[config.mk]
export PLATFORM = sky130hd
export DESIGN_NAME = mux9_rr_arbiter_flat
export DESIGN_NICKNAME = d
export VERILOG_FILES = /design/src/rtl/mux9_rr_arbiter_pkg.sv /design/src/rtl/mux9_rr_arbiter_if.sv /design/src/rtl/mux9_datapath.sv /design/src/rtl/mux9_rr_arbiter.sv /design/src/flat_wrapper.sv
export SDC_FILE = /design/constraint.sdc
export NUM_CORES = 1
export LEC_CHECK = 0
export CAP_MARGIN = 20
export CORE_MARGIN = 2
export CORE_UTILIZATION = 45
export CTS_CLUSTER_DIAMETER = 80
export DETAILED_ROUTE_END_ITERATION = 10
export GPL_ROUTABILITY_DRIVEN = 0
export PLACE_DENSITY = 0.74
export SETUP_SLACK_MARGIN = 0.1
export SLEW_MARGIN = 10
export SYNTH_ARGS = -nofsm -noshare
export SYNTH_HDL_FRONTEND = slang
export SYNTH_SLANG_ARGS = --single-unit
[constraint.sdc]
create_clock -name clk -period 4.7 [get_ports clk]
set_input_delay 0.47 -clock clk [delete_from_list [all_inputs] [get_ports clk]]
set_output_delay 0.47 -clock clk [all_outputs]
set_load 0.01 [all_outputs]
[src/rtl/mux9_rr_arbiter_pkg.sv]
// Shared definitions for the 9-requester round-robin arbiter.
//   N_REQ      : number of requesters sharing the datapath mux
//   SEL_W      : width of the mux select {s3,s2,s1,s0}
//   state_e    : arbiter FSM states
//   sel_encode : owner index (0..8) -> mux select code
package mux9_rr_arbiter_pkg;

  localparam int unsigned N_REQ = 9;
  localparam int unsigned SEL_W = 4;

  typedef enum logic {
    StIdle  = 1'b0,
    StGrant = 1'b1
  } state_e;

  // Owners 0..7 use the 8:1 stage directly; owner 8 is the lone input of the 2:1 stage.
  function automatic logic [SEL_W-1:0] sel_encode(input logic [3:0] owner);
    logic [SEL_W-1:0] code;
    if (owner == 4'd8) begin
      code = 4'b1000;
    end else begin
      code = {1'b0, owner[2:0]};
    end
    return code;
  endfunction

endpackage

[src/rtl/mux9_rr_arbiter_if.sv]
// Requester/consumer bundle of the round-robin arbiter.
//   req, din, out_ready          : driven by the sources / downstream consumer
//   ack, gnt, sel, busy,
//   out_data, out_valid          : driven by the arbiter
// Modports: slave = arbiter side, master = sources/consumer side.
interface mux9_rr_arbiter_if #(
  parameter int unsigned WIDTH = 1
);

  logic [mux9_rr_arbiter_pkg::N_REQ-1:0]       req;
  logic [mux9_rr_arbiter_pkg::N_REQ*WIDTH-1:0] din;
  logic [mux9_rr_arbiter_pkg::N_REQ-1:0]       ack;
  logic [mux9_rr_arbiter_pkg::N_REQ-1:0]       gnt;
  logic [mux9_rr_arbiter_pkg::SEL_W-1:0]       sel;
  logic                                        busy;
  logic [WIDTH-1:0]                            out_data;
  logic                                        out_valid;
  logic                                        out_ready;

  modport master (
    output req, din, out_ready,
    input  ack, gnt, sel, busy, out_data, out_valid
  );

  modport slave (
    input  req, din, out_ready,
    output ack, gnt, sel, busy, out_data, out_valid
  );

endinterface

[src/rtl/mux9_datapath.sv]
// Shared 9:1 datapath mux built as an 8:1 stage on sel[2:0] followed by a 2:1 stage on sel[3].
//   din  : 9 slots, slot k at din[k*WIDTH +: WIDTH]
//   sel  : {s3,s2,s1,s0}
//   dout : selected slot
module mux9_datapath #(
  parameter int unsigned WIDTH = 1
) (
  input  logic [9*WIDTH-1:0] din,
  input  logic [3:0]         sel,
  output logic [WIDTH-1:0]   dout
);

  logic [WIDTH-1:0] low;

  always_comb begin
    low  = din[int'(sel[2:0])*WIDTH +: WIDTH];
    dout = sel[3] ? din[8*WIDTH +: WIDTH] : low;
  end

endmodule

[src/rtl/mux9_rr_arbiter.sv]
// Round-robin arbiter sharing one 9:1 datapath mux among 9 requesters, with a one-entry
// registered valid/ready output stage.
//   clk, rst_n : clock, asynchronous active-low reset
//   bus        : slave side of mux9_rr_arbiter_if (req/din/out_ready in;
//                ack/gnt/sel/busy/out_data/out_valid out)
// An owner keeps the grant for up to MAX_HOLD accepted beats or until it drops req; every
// release passes through one idle arbitration cycle and moves the priority pointer past it.
module mux9_rr_arbiter
  import mux9_rr_arbiter_pkg::*;
#(
  parameter int unsigned WIDTH    = 1,
  parameter int unsigned MAX_HOLD = 4
) (
  input logic              clk,
  input logic              rst_n,
  mux9_rr_arbiter_if.slave bus
);

  localparam int unsigned        CNT_W    = $clog2(MAX_HOLD + 1);
  localparam logic [CNT_W-1:0]   CNT_LAST = CNT_W'(MAX_HOLD - 1);

  state_e             state_q, state_d;
  logic [3:0]         ptr_q, ptr_d;
  logic [3:0]         owner_q, owner_d;
  logic [CNT_W-1:0]   cnt_q, cnt_d;
  logic [N_REQ-1:0]   gnt_q, gnt_d;
  logic [WIDTH-1:0]   data_q, data_d;
  logic               valid_q, valid_d;

  logic               busy;
  logic               load;
  logic [SEL_W-1:0]   sel;
  logic [N_REQ-1:0]   ack;
  logic [WIDTH-1:0]   mux_out;

  // First set request scanning ptr, ptr+1, ..., wrapping modulo 9.
  function automatic logic [3:0] rr_pick(input logic [N_REQ-1:0] r, input logic [3:0] p);
    logic [3:0] pick;
    int         idx;
    pick = p;
    // Walk from the farthest offset down so the nearest set bit wins.
    for (int i = N_REQ - 1; i >= 0; i--) begin
      idx = int'(p) + i;
      if (idx >= int'(N_REQ)) idx = idx - int'(N_REQ);
      if (r[idx]) pick = 4'(idx);
    end
    return pick;
  endfunction

  always_comb begin
    busy = (state_q == StGrant);
    sel  = busy ? sel_encode(owner_q) : '0;
    load = busy && bus.req[owner_q] && (!valid_q || bus.out_ready);
    ack  = '0;
    if (load) ack[owner_q] = 1'b1;
  end

  mux9_datapath #(
    .WIDTH(WIDTH)
  ) u_datapath (
    .din (bus.din),
    .sel (sel),
    .dout(mux_out)
  );

  always_comb begin
    state_d = state_q;
    ptr_d   = ptr_q;
    owner_d = owner_q;
    cnt_d   = cnt_q;
    gnt_d   = gnt_q;
    case (state_q)
      StIdle: begin
        if (|bus.req) begin
          owner_d        = rr_pick(bus.req, ptr_q);
          gnt_d          = '0;
          gnt_d[owner_d] = 1'b1;
          cnt_d          = '0;
          state_d        = StGrant;
        end
      end
      StGrant: begin
        if (load) cnt_d = cnt_q + 1'b1;
        if ((load && (cnt_q == CNT_LAST)) || !bus.req[owner_q]) begin
          gnt_d   = '0;
          ptr_d   = (owner_q == 4'd8) ? 4'd0 : owner_q + 4'd1;
          state_d = StIdle;
        end
      end
      default: state_d = StIdle;
    endcase
  end

  // Output stage drains on out_ready regardless of FSM state.
  always_comb begin
    data_d  = data_q;
    valid_d = valid_q;
    if (load) begin
      data_d  = mux_out;
      valid_d = 1'b1;
    end else if (bus.out_ready) begin
      valid_d = 1'b0;
    end
  end

  always_ff @(posedge clk or negedge rst_n) begin
    if (!rst_n) begin
      state_q <= StIdle;
      ptr_q   <= '0;
      owner_q <= '0;
      cnt_q   <= '0;
      gnt_q   <= '0;
      data_q  <= '0;
      valid_q <= 1'b0;
    end else begin
      state_q <= state_d;
      ptr_q   <= ptr_d;
      owner_q <= owner_d;
      cnt_q   <= cnt_d;
      gnt_q   <= gnt_d;
      data_q  <= data_d;
      valid_q <= valid_d;
    end
  end

  assign bus.ack       = ack;
  assign bus.gnt       = gnt_q;
  assign bus.sel       = sel;
  assign bus.busy      = busy;
  assign bus.out_data  = data_q;
  assign bus.out_valid = valid_q;

endmodule

[src/flat_wrapper.sv]
// flat-port wrapper written by rule: the top's interface ports become plain ports
module mux9_rr_arbiter_flat import mux9_rr_arbiter_pkg::*;
#(
  parameter int unsigned WIDTH    = 1,
  parameter int unsigned MAX_HOLD = 4
)
  (clk, rst_n, bus_req, bus_din, bus_out_ready, bus_ack, bus_gnt, bus_sel, bus_busy, bus_out_data, bus_out_valid);
  mux9_rr_arbiter_if #(.WIDTH(WIDTH)) bus_i ();
  input logic clk;
  input logic rst_n;
  input wire logic [$bits(bus_i.req)-1:0] bus_req;
  input wire logic [$bits(bus_i.din)-1:0] bus_din;
  input wire logic [$bits(bus_i.out_ready)-1:0] bus_out_ready;
  output wire logic [$bits(bus_i.ack)-1:0] bus_ack;
  output wire logic [$bits(bus_i.gnt)-1:0] bus_gnt;
  output wire logic [$bits(bus_i.sel)-1:0] bus_sel;
  output wire logic [$bits(bus_i.busy)-1:0] bus_busy;
  output wire logic [$bits(bus_i.out_data)-1:0] bus_out_data;
  output wire logic [$bits(bus_i.out_valid)-1:0] bus_out_valid;
  assign bus_i.req = bus_req;
  assign bus_i.din = bus_din;
  assign bus_i.out_ready = bus_out_ready;
  assign bus_ack = bus_i.ack;
  assign bus_gnt = bus_i.gnt;
  assign bus_sel = bus_i.sel;
  assign bus_busy = bus_i.busy;
  assign bus_out_data = bus_i.out_data;
  assign bus_out_valid = bus_i.out_valid;
  mux9_rr_arbiter #(.WIDTH(WIDTH), .MAX_HOLD(MAX_HOLD)) u_core (.clk(clk), .rst_n(rst_n), .bus(bus_i));
endmodule
==> results of run 1 <==
## stage by stage
stage | cell area, sq um | hold slack, ns | instances | util (%) | worst slack, ns
final | 5600 | 0.497 | 833 | 51.6 | 0.404
after global routing | 5600 | 0.515 | 833 | 51.6 | 0.156
after CTS | 5590 | 0.507 | 833 | 51.6 | 0.441
after detailed placement | 5540 | 0.487 | 829 | 51.1 | 0.490
after global placement | 5530 | 0.481 | 828 | 51.0 | 0.530
after floorplan | 5010 | 0.174 | 675 | - | 0.718
## layout make-up
class | instances | area, sq um
inverters | 23 | 86.3
clock buffers | 3 | 41.3
flip-flops and latches | 23 | 577
fillers | 1056 | 5240
well taps | 140 | 175
multi-input cells | 579 | 4110
repair buffers | 64 | 601
clock inverters | 1 | 5.00
## path summary, 6_finish.rpt
path	start	end	slack, ns	cells past startpoint
worst max-delay path	u_core.ptr_q[1]$_DFFE_PN0P_	u_core.bus.gnt[2]$_DFFE_PN0P_	0.40	13
worst min-delay path	rst_n	u_core.cnt_q[1]$_DFFE_PN0P_	0.50	1
worst max register to register	u_core.ptr_q[1]$_DFFE_PN0P_	u_core.bus.gnt[2]$_DFFE_PN0P_	0.40	13
worst min register to register	u_core.bus.gnt[4]$_DFFE_PN0P_	u_core.bus.gnt[4]$_DFFE_PN0P_	0.51	1
max in group asynchronous	rst_n	u_core.ptr_q[3]$_DFFE_PN0P_	3.73	2
min in group clk	u_core.bus.gnt[4]$_DFFE_PN0P_	u_core.bus.gnt[4]$_DFFE_PN0P_	0.51	1
## cell usage in the layout, fill, tap and decap left out, types with 10 or more instances in the layout
cell type and count:
sky130_fd_sc_hd__nor2b_1 16, sky130_fd_sc_hd__inv_1 21, sky130_fd_sc_hd__nand4_1 12, sky130_fd_sc_hd__nand2b_1 11, sky130_fd_sc_hd__clkdlybuf4s50_1 45, sky130_fd_sc_hd__nor4_1 10, sky130_fd_sc_hd__nand2_1 60, sky130_fd_sc_hd__mux2i_1 26
sky130_fd_sc_hd__ha_1 27, sky130_fd_sc_hd__buf_4 18, sky130_fd_sc_hd__o21ai_0 39, sky130_fd_sc_hd__nor3_1 15, sky130_fd_sc_hd__a32o_1 10, sky130_fd_sc_hd__dfrtp_1 22, sky130_fd_sc_hd__xnor2_1 18, sky130_fd_sc_hd__nand3_1 25
sky130_fd_sc_hd__nor2_1 59, sky130_fd_sc_hd__a21oi_1 42, sky130_fd_sc_hd__o21ai_1 10
## worst reg2reg max path, stage by stage (launching register included)
cell and delay, ns:
sky130_fd_sc_hd__dfrtp_1 0.35, sky130_fd_sc_hd__inv_1 0.17, sky130_fd_sc_hd__ha_1 0.64, sky130_fd_sc_hd__nand3b_4 0.17
sky130_fd_sc_hd__a211oi_2 0.49, sky130_fd_sc_hd__mux2i_1 0.13, sky130_fd_sc_hd__nor4_1 0.75, sky130_fd_sc_hd__a211oi_2 0.20
sky130_fd_sc_hd__o211a_1 0.20, sky130_fd_sc_hd__o311ai_1 0.26, sky130_fd_sc_hd__o21ai_1 0.17, sky130_fd_sc_hd__a21oi_1 0.19
sky130_fd_sc_hd__nor2b_1 0.30, sky130_fd_sc_hd__a32o_1 0.21
## flip-flops by register name, summed over array words and instances, names as in the netlist
signal                count
u_core.bus.gnt            9
u_core.owner_q            4
u_core.ptr_q              4
u_core.cnt_q              3
u_core.bus.busy           1
u_core.bus.out_data       1
u_core.bus.out_valid      1
## metal layers
metal	part of all wire, %	GRT usage (%)	wire length, um
met2	47	47.2	7670
met1	40	35.3	6420
met4	4.5	13.7	739
met3	8.7	3.85	1410
met5	0	0	0
## synth_stat cells, types with 4 or more instances
master / n
sky130_fd_sc_hd__a211o_1: 4
sky130_fd_sc_hd__a211oi_1: 9
sky130_fd_sc_hd__a21o_1: 4
sky130_fd_sc_hd__a21oi_1: 42
sky130_fd_sc_hd__a22o_1: 4
sky130_fd_sc_hd__a22oi_1: 4
sky130_fd_sc_hd__a31oi_1: 9
sky130_fd_sc_hd__a32o_1: 10
sky130_fd_sc_hd__and2_1: 9
sky130_fd_sc_hd__buf_1: 4
sky130_fd_sc_hd__buf_2: 18
sky130_fd_sc_hd__buf_4: 6
sky130_fd_sc_hd__clkbuf_1: 21
sky130_fd_sc_hd__dfrtp_1: 23
sky130_fd_sc_hd__ha_1: 28
sky130_fd_sc_hd__inv_1: 21
sky130_fd_sc_hd__mux2_2: 5
sky130_fd_sc_hd__mux2i_1: 26
sky130_fd_sc_hd__mux4_2: 4
sky130_fd_sc_hd__nand2_1: 60
sky130_fd_sc_hd__nand2b_1: 11
sky130_fd_sc_hd__nand3_1: 25
sky130_fd_sc_hd__nand3b_1: 4
sky130_fd_sc_hd__nand4_1: 12
sky130_fd_sc_hd__nand4b_1: 4
sky130_fd_sc_hd__nor2_1: 59
sky130_fd_sc_hd__nor2b_1: 16
sky130_fd_sc_hd__nor3_1: 15
sky130_fd_sc_hd__nor4_1: 10
sky130_fd_sc_hd__o2111ai_1: 4
sky130_fd_sc_hd__o211ai_1: 8
sky130_fd_sc_hd__o21a_1: 4
sky130_fd_sc_hd__o21ai_0: 39
sky130_fd_sc_hd__o21ai_1: 10
sky130_fd_sc_hd__o221ai_1: 5
sky130_fd_sc_hd__o22ai_1: 6
sky130_fd_sc_hd__or2_2: 5
sky130_fd_sc_hd__or3_1: 5
sky130_fd_sc_hd__or4_1: 4
sky130_fd_sc_hd__xnor2_1: 18
sky130_fd_sc_hd__xor2_1: 4
## cells by family after synthesis
| logic type | after synthesis |
|---|---|
| simple gates | 263 |
| mux | 37 |
| compound gates | 227 |
| buf+inv | 73 |
| fa+ha+maj | 29 |
| xor+xnor | 23 |
| flops | 23 |
==> results.py, run 1 <==
metrics = {
    "logic_synthesis": {
        "postSynth.asyncResetShare_pct": 100,
        "combinational_family_with_the_most_area_after_synthesis": "compound AO/OA/AOI/OAI gates",
        "synth_seq_area_share_pct": 11.5,
        "synth_top_area_share_pct": 11.5,
        "synthDistinctLibCells": 100,
        "post_synth.cell_area_avg_sq_um": 7.42,
        "synth_top_cells_by_area": "sky130_fd_sc_hd__dfrtp_1 (11%), sky130_fd_sc_hd__ha_1 (7.0%), sky130_fd_sc_hd__mux2i_1 (5.2%), sky130_fd_sc_hd__nand2_1 (4.5%), sky130_fd_sc_hd__nor2_1 (4.4%)",
        "synth_enable_flop_cells": 0,
        "yosysWarnings": 0,
        "syn-num-nets": 725,
        "yosysTopAreaCell": "sky130_fd_sc_hd__dfrtp_1",
        "synth-seq-cells": 23,
        "xor_xnor_share_of_the_synthesized_area_pct": 4.40,
        "synth_adder_area_share_pct": 7.40,
        "yosys.area_share.simple_pct": 28.0,
        "synth_compound_gate_area_share_pct": 33.6,
        "syn_area_sq_um": 5010,
        "synth_top_flop_cell": "sky130_fd_sc_hd__dfrtp_1",
        "synthCells": 675,
        "synthMuxAreaShare_pct": 8.57,
    },
    "cts": {
        "cts.hold.buffers_added": 0,
        "cts_tree": "yes",
        "cts-root-buf": "sky130_fd_sc_hd__clkbuf_8",
        "max-clock-path-buffers": 2,
        "cts_post_setup_buffers_inserted": 0,
        "insertion_delay_to_the_later_sink_of_the_worst_skew_pair_ns": 0.27,
        "cts_sinks": 23,
        "cts_resized": 0,
        "ctsHtreeMaxLevel": 1,
        "tritoncts.num_buffers": 3,
        "clk_pin_slew_worst_paths_ns": 0.10,
    },
    "min_path": {
        "timing.hold.worst.class": "in2async",
    },
    "place": {
        "io_buffers": 45,
        "hpwlAfterDp_um": 12200,
    },
    "floorplan": {
        "die_width_um": 109,
        "fp.dieArea_sq_um": 12000,
        "core_area_sq_um": 10800,
        "floorplan.rows": 38,
        "initial_core_util_pct": 46.2,
        "die_y_um": 109,
        "i_o_pin_cnt": 46,
    },
    "worst_setup_path": {
        "cpMaxStageDelayCell": "sky130_fd_sc_hd__nor4_1",
        "crit_path_start_kind": "register",
        "cp_data_arrival_time_ns": 4.51,
        "crit_family": "compound AO/OA/AOI/OAI gates",
        "crit_path_cell_chain": "inv_1 -> ha_1 -> nand3b_4 -> a211oi_2 -> mux2i_1 -> nor4_1 -> a211oi_2 -> o211a_1 -> o311ai_1 -> o21ai_1 -> a21oi_1 -> nor2b_1 -> a32o_1",
        "worst-path-buf-inv": 1,
        "timing.critical_path.required_ns": 4.92,
        "critical-path-top-cell-by-count": "sky130_fd_sc_hd__a211oi_2",
        "crit_path_end_kind": "register",
        "setup.worst_path.class": "reg2reg",
        "worstPathMaxFanout": 14,
        "slowest_delay_ns": 0.75,
    },
    "flow_run": {
        "cap_violations": 0,
    },
    "global_route": {
        "grt.overflow.total": 0,
        "grt_pass1_wl_um": 27200,
        "grt_max_degree": 41,
        "first_global_vias": 5487,
        "grt_antenna_before_repair": 0,
        "track_usage_pct": 28.1,
    },
    "route": {
        "vias": 5591,
        "post_drt_wl_per_cell_um": 19.5,
        "drt-total-wl_um": 16200,
        "postRouteAntennaNets": 0,
        "drt_iter0_drc": 604,
        "drt_drc_violations_left": 0,
        "vias_per_cell": 6.71,
        "drt-pass1-iter-count": 6,
    },
    "sta": {
        "hold_viol_final": 0,
        "maxClockFrequency_mhz": 233,
        "max_slew_margin_pct": 42.9,
        "timing.setup.tns_ns": 0,
        "timing_worst_slew_pin_value_ns": 0.849,
        "post-route-period-util_pct": 91.4,
        "finalSetupViolCount": 0,
        "unrepaired_setup_endpoints_after_global_routing": "no",
        "final.setup_skew_ns": 0.00363,
        "drv_slew": 0,
        "post-route-min-period_ns": 4.30,
    },
    "cells_and_area": {
        "proportion_of_layout_cells_with_a_drive_suffix_above_1_pct": 10.5,
        "number_of_antenna_diodes": 0,
        "flow.area_growth_from_synthesis_pct": 11.8,
        "final_nets": 744,
    },
    "run_status": {
        "status": "finished, final reports clean",
    },
}
Power of run 1 is not shown: default switching activity piles up to over one toggle a cycle in this logic, so the estimate is an artifact.
==> run 2, diff against run 1 <==
- CAP_MARGIN: 20 -> 15
- CTS_CLUSTER_SIZE: not set -> 30
- clock period: 4.7 -> 4.45 ns (I/O delays scaled with it)
==> results.py, run 2 (synthesis results as in run 1) <==
metrics = {
    "run_status": {
        "status": "finished, final reports clean",
    },
    "cts": {
        "tritoncts.num_buffers": 3,
        "insertion_delay_to_the_later_sink_of_the_worst_skew_pair_ns": 0.27,
        "max-clock-path-buffers": 2,
        "ctsHtreeMaxLevel": 1,
        "cts_sinks": 23,
        "clk_pin_slew_worst_paths_ns": 0.09,
        "cts_post_setup_buffers_inserted": 0,
        "cts_resized": 0,
        "cts_tree": "yes",
        "cts.hold.buffers_added": 0,
        "cts-root-buf": "sky130_fd_sc_hd__clkbuf_8",
    },
    "route": {
        "vias_per_cell": 6.65,
        "vias": 5628,
        "drt_iter0_drc": 558,
        "postRouteAntennaNets": 0,
        "drt-pass1-iter-count": 6,
        "post_drt_wl_per_cell_um": 19.2,
        "drt_drc_violations_left": 0,
        "drt-total-wl_um": 16200,
    },
    "worst_setup_path": {
        "crit_path_start_kind": "register",
        "worst_r2r_startpoint": "u_core.ptr_q[1]$_DFFE_PN0P_",
        "timing.critical_path.required_ns": 4.60,
        "setup.worst_path.class": "reg2reg",
        "slowest_delay_ns": 0.61,
        "crit_path_cell_chain": "buf_4 -> ha_1 -> nor2b_1 -> a32oi_1 -> o211a_1 -> o21ai_1 -> a31oi_1 -> a21boi_1 -> o311a_1 -> a21oi_1 -> o22ai_2 -> inv_2 -> a32o_1",
        "worstPathMaxFanout": 24,
        "worst_r2r_endpoint": "u_core.bus.gnt[1]$_DFFE_PN0P_",
        "cpMaxStageDelayCell": "sky130_fd_sc_hd__ha_1",
        "crit_path_end_kind": "register",
        "worst_r2r_path_depth": 13,
        "cp_data_arrival_time_ns": 4.29,
        "reg2reg_setup_slack_ns": 0.31,
    },
    "min_path": {
        "hold_start": "u_core.bus.gnt[3]$_DFFE_PN0P_",
        "timing.hold.worst.class": "reg2reg",
        "worst_hold_path.num_cells": 1,
        "hold-path-endpoint": "u_core.bus.gnt[3]$_DFFE_PN0P_",
    },
    "floorplan": {
        "i_o_pin_cnt": 46,
        "initial_core_util_pct": 46.2,
        "fp.dieArea_sq_um": 12000,
        "die_y_um": 109,
        "core_area_sq_um": 10800,
        "floorplan.rows": 38,
        "die_width_um": 109,
    },
    "sta": {
        "finalHoldWorstSlack_ns": 0.504,
        "unrepaired_setup_endpoints_after_global_routing": "no",
        "finalSetupViolCount": 0,
        "hold_viol_final": 0,
        "post-route-min-period_ns": 4.14,
        "timing.setup.tns_ns": 0,
        "timing_worst_slew_pin_value_ns": 0.657,
        "maxClockFrequency_mhz": 242,
        "drv_slew": 0,
        "post-route-period-util_pct": 92.9,
        "final.setup_skew_ns": 0.00939,
        "max_slew_margin_pct": 55.7,
    },
    "global_route": {
        "grt_antenna_before_repair": 0,
        "grt_max_degree": 58,
        "grt_pass1_wl_um": 26200,
        "track_usage_pct": 27.0,
        "first_global_vias": 5254,
        "grt.overflow.total": 0,
    },
    "cells_and_area": {
        "flow.area_growth_from_synthesis_pct": 14.4,
        "number_of_antenna_diodes": 0,
        "final_nets": 757,
        "mostFrequentLayoutCell": "sky130_fd_sc_hd__nand2_1",
        "fillerInstances": 1030,
        "proportion_of_layout_cells_with_a_drive_suffix_above_1_pct": 12.7,
        "final_cell_mix": "sky130_fd_sc_hd__nand2_1 (60), sky130_fd_sc_hd__nor2_1 (59), sky130_fd_sc_hd__clkdlybuf4s50_1 (45)",
        "largest_register_ff_count": 9,
        "postLayoutCoreUtil_pct": 52.8,
    },
    "place": {
        "hpwlAfterDp_um": 12400,
        "io_buffers": 45,
    },
    "flow_run": {
        "cap_violations": 0,
    },
}
## run 2: changes by cell type in the layout (fill, tap and decap cells not counted), sizes merged
cell,previous run,this run
buf,19,32
## run 2: cell type report
type                    instances  area, sq um  share of cell area, %
clock inverters                 1         5.00                 0.0874
inverters                      23         86.3                   1.51
well taps                     140          175                   3.06
multi-input cells             579         4120                   72.0
flip-flops and latches         23          577                   10.1
repair buffers                 77          719                   12.6
clock buffers                   3         41.3                  0.721
## run 2: worst max-delay path: cells and delay by family, from the launching register on
| kind | cells | cell delay (ns) |
|---|---|---|
| compound gates | 9 | 2.22 |
| buf+inv | 2 | 0.39 |
| flops | 1 | 0.35 |
| simple gates | 1 | 0.44 |
| fa+ha+maj | 1 | 0.61 |
## run 2: stage by stage
stage | worst slack [ns] | std cells | cell area, sq um
5_1_grt | 0.114 | 846 | 5730
6_report | 0.314 | 846 | 5730
2_1_floorplan | 0.468 | 675 | 5010
4_1_cts | 0.398 | 845 | 5700
3_5_place_dp | 0.430 | 841 | 5650
3_3_place_gp | 0.492 | 841 | 5650
## run 2: worst max-delay path by stage
stage	cells past startpoint	startpoint	endpoint
floorplan	18	u_core.ptr_q[0]$_DFFE_PN0P_	u_core.bus.gnt[0]$_DFFE_PN0P_
global placement	13	u_core.ptr_q[2]$_DFFE_PN0P_	u_core.bus.gnt[7]$_DFFE_PN0P_
detailed placement	13	u_core.ptr_q[1]$_DFFE_PN0P_	u_core.bus.gnt[2]$_DFFE_PN0P_
CTS	13	u_core.ptr_q[1]$_DFFE_PN0P_	u_core.bus.gnt[2]$_DFFE_PN0P_
global route	13	u_core.ptr_q[1]$_DFFE_PN0P_	u_core.bus.gnt[2]$_DFFE_PN0P_
finish	13	u_core.ptr_q[1]$_DFFE_PN0P_	u_core.bus.gnt[1]$_DFFE_PN0P_
## run 2: metal layers
metal | up-vias | wire (um) | track usage (%)
li1 | 2621 | - | -
met1 | 2587 | 6560 | 35.4
met2 | 352 | 7600 | 45.1
met3 | 68 | 1400 | 2.79
met4 | 0 | 691 | 11.5
met5 | - | 0 | 0
Power of run 2 is left out for the same reason.
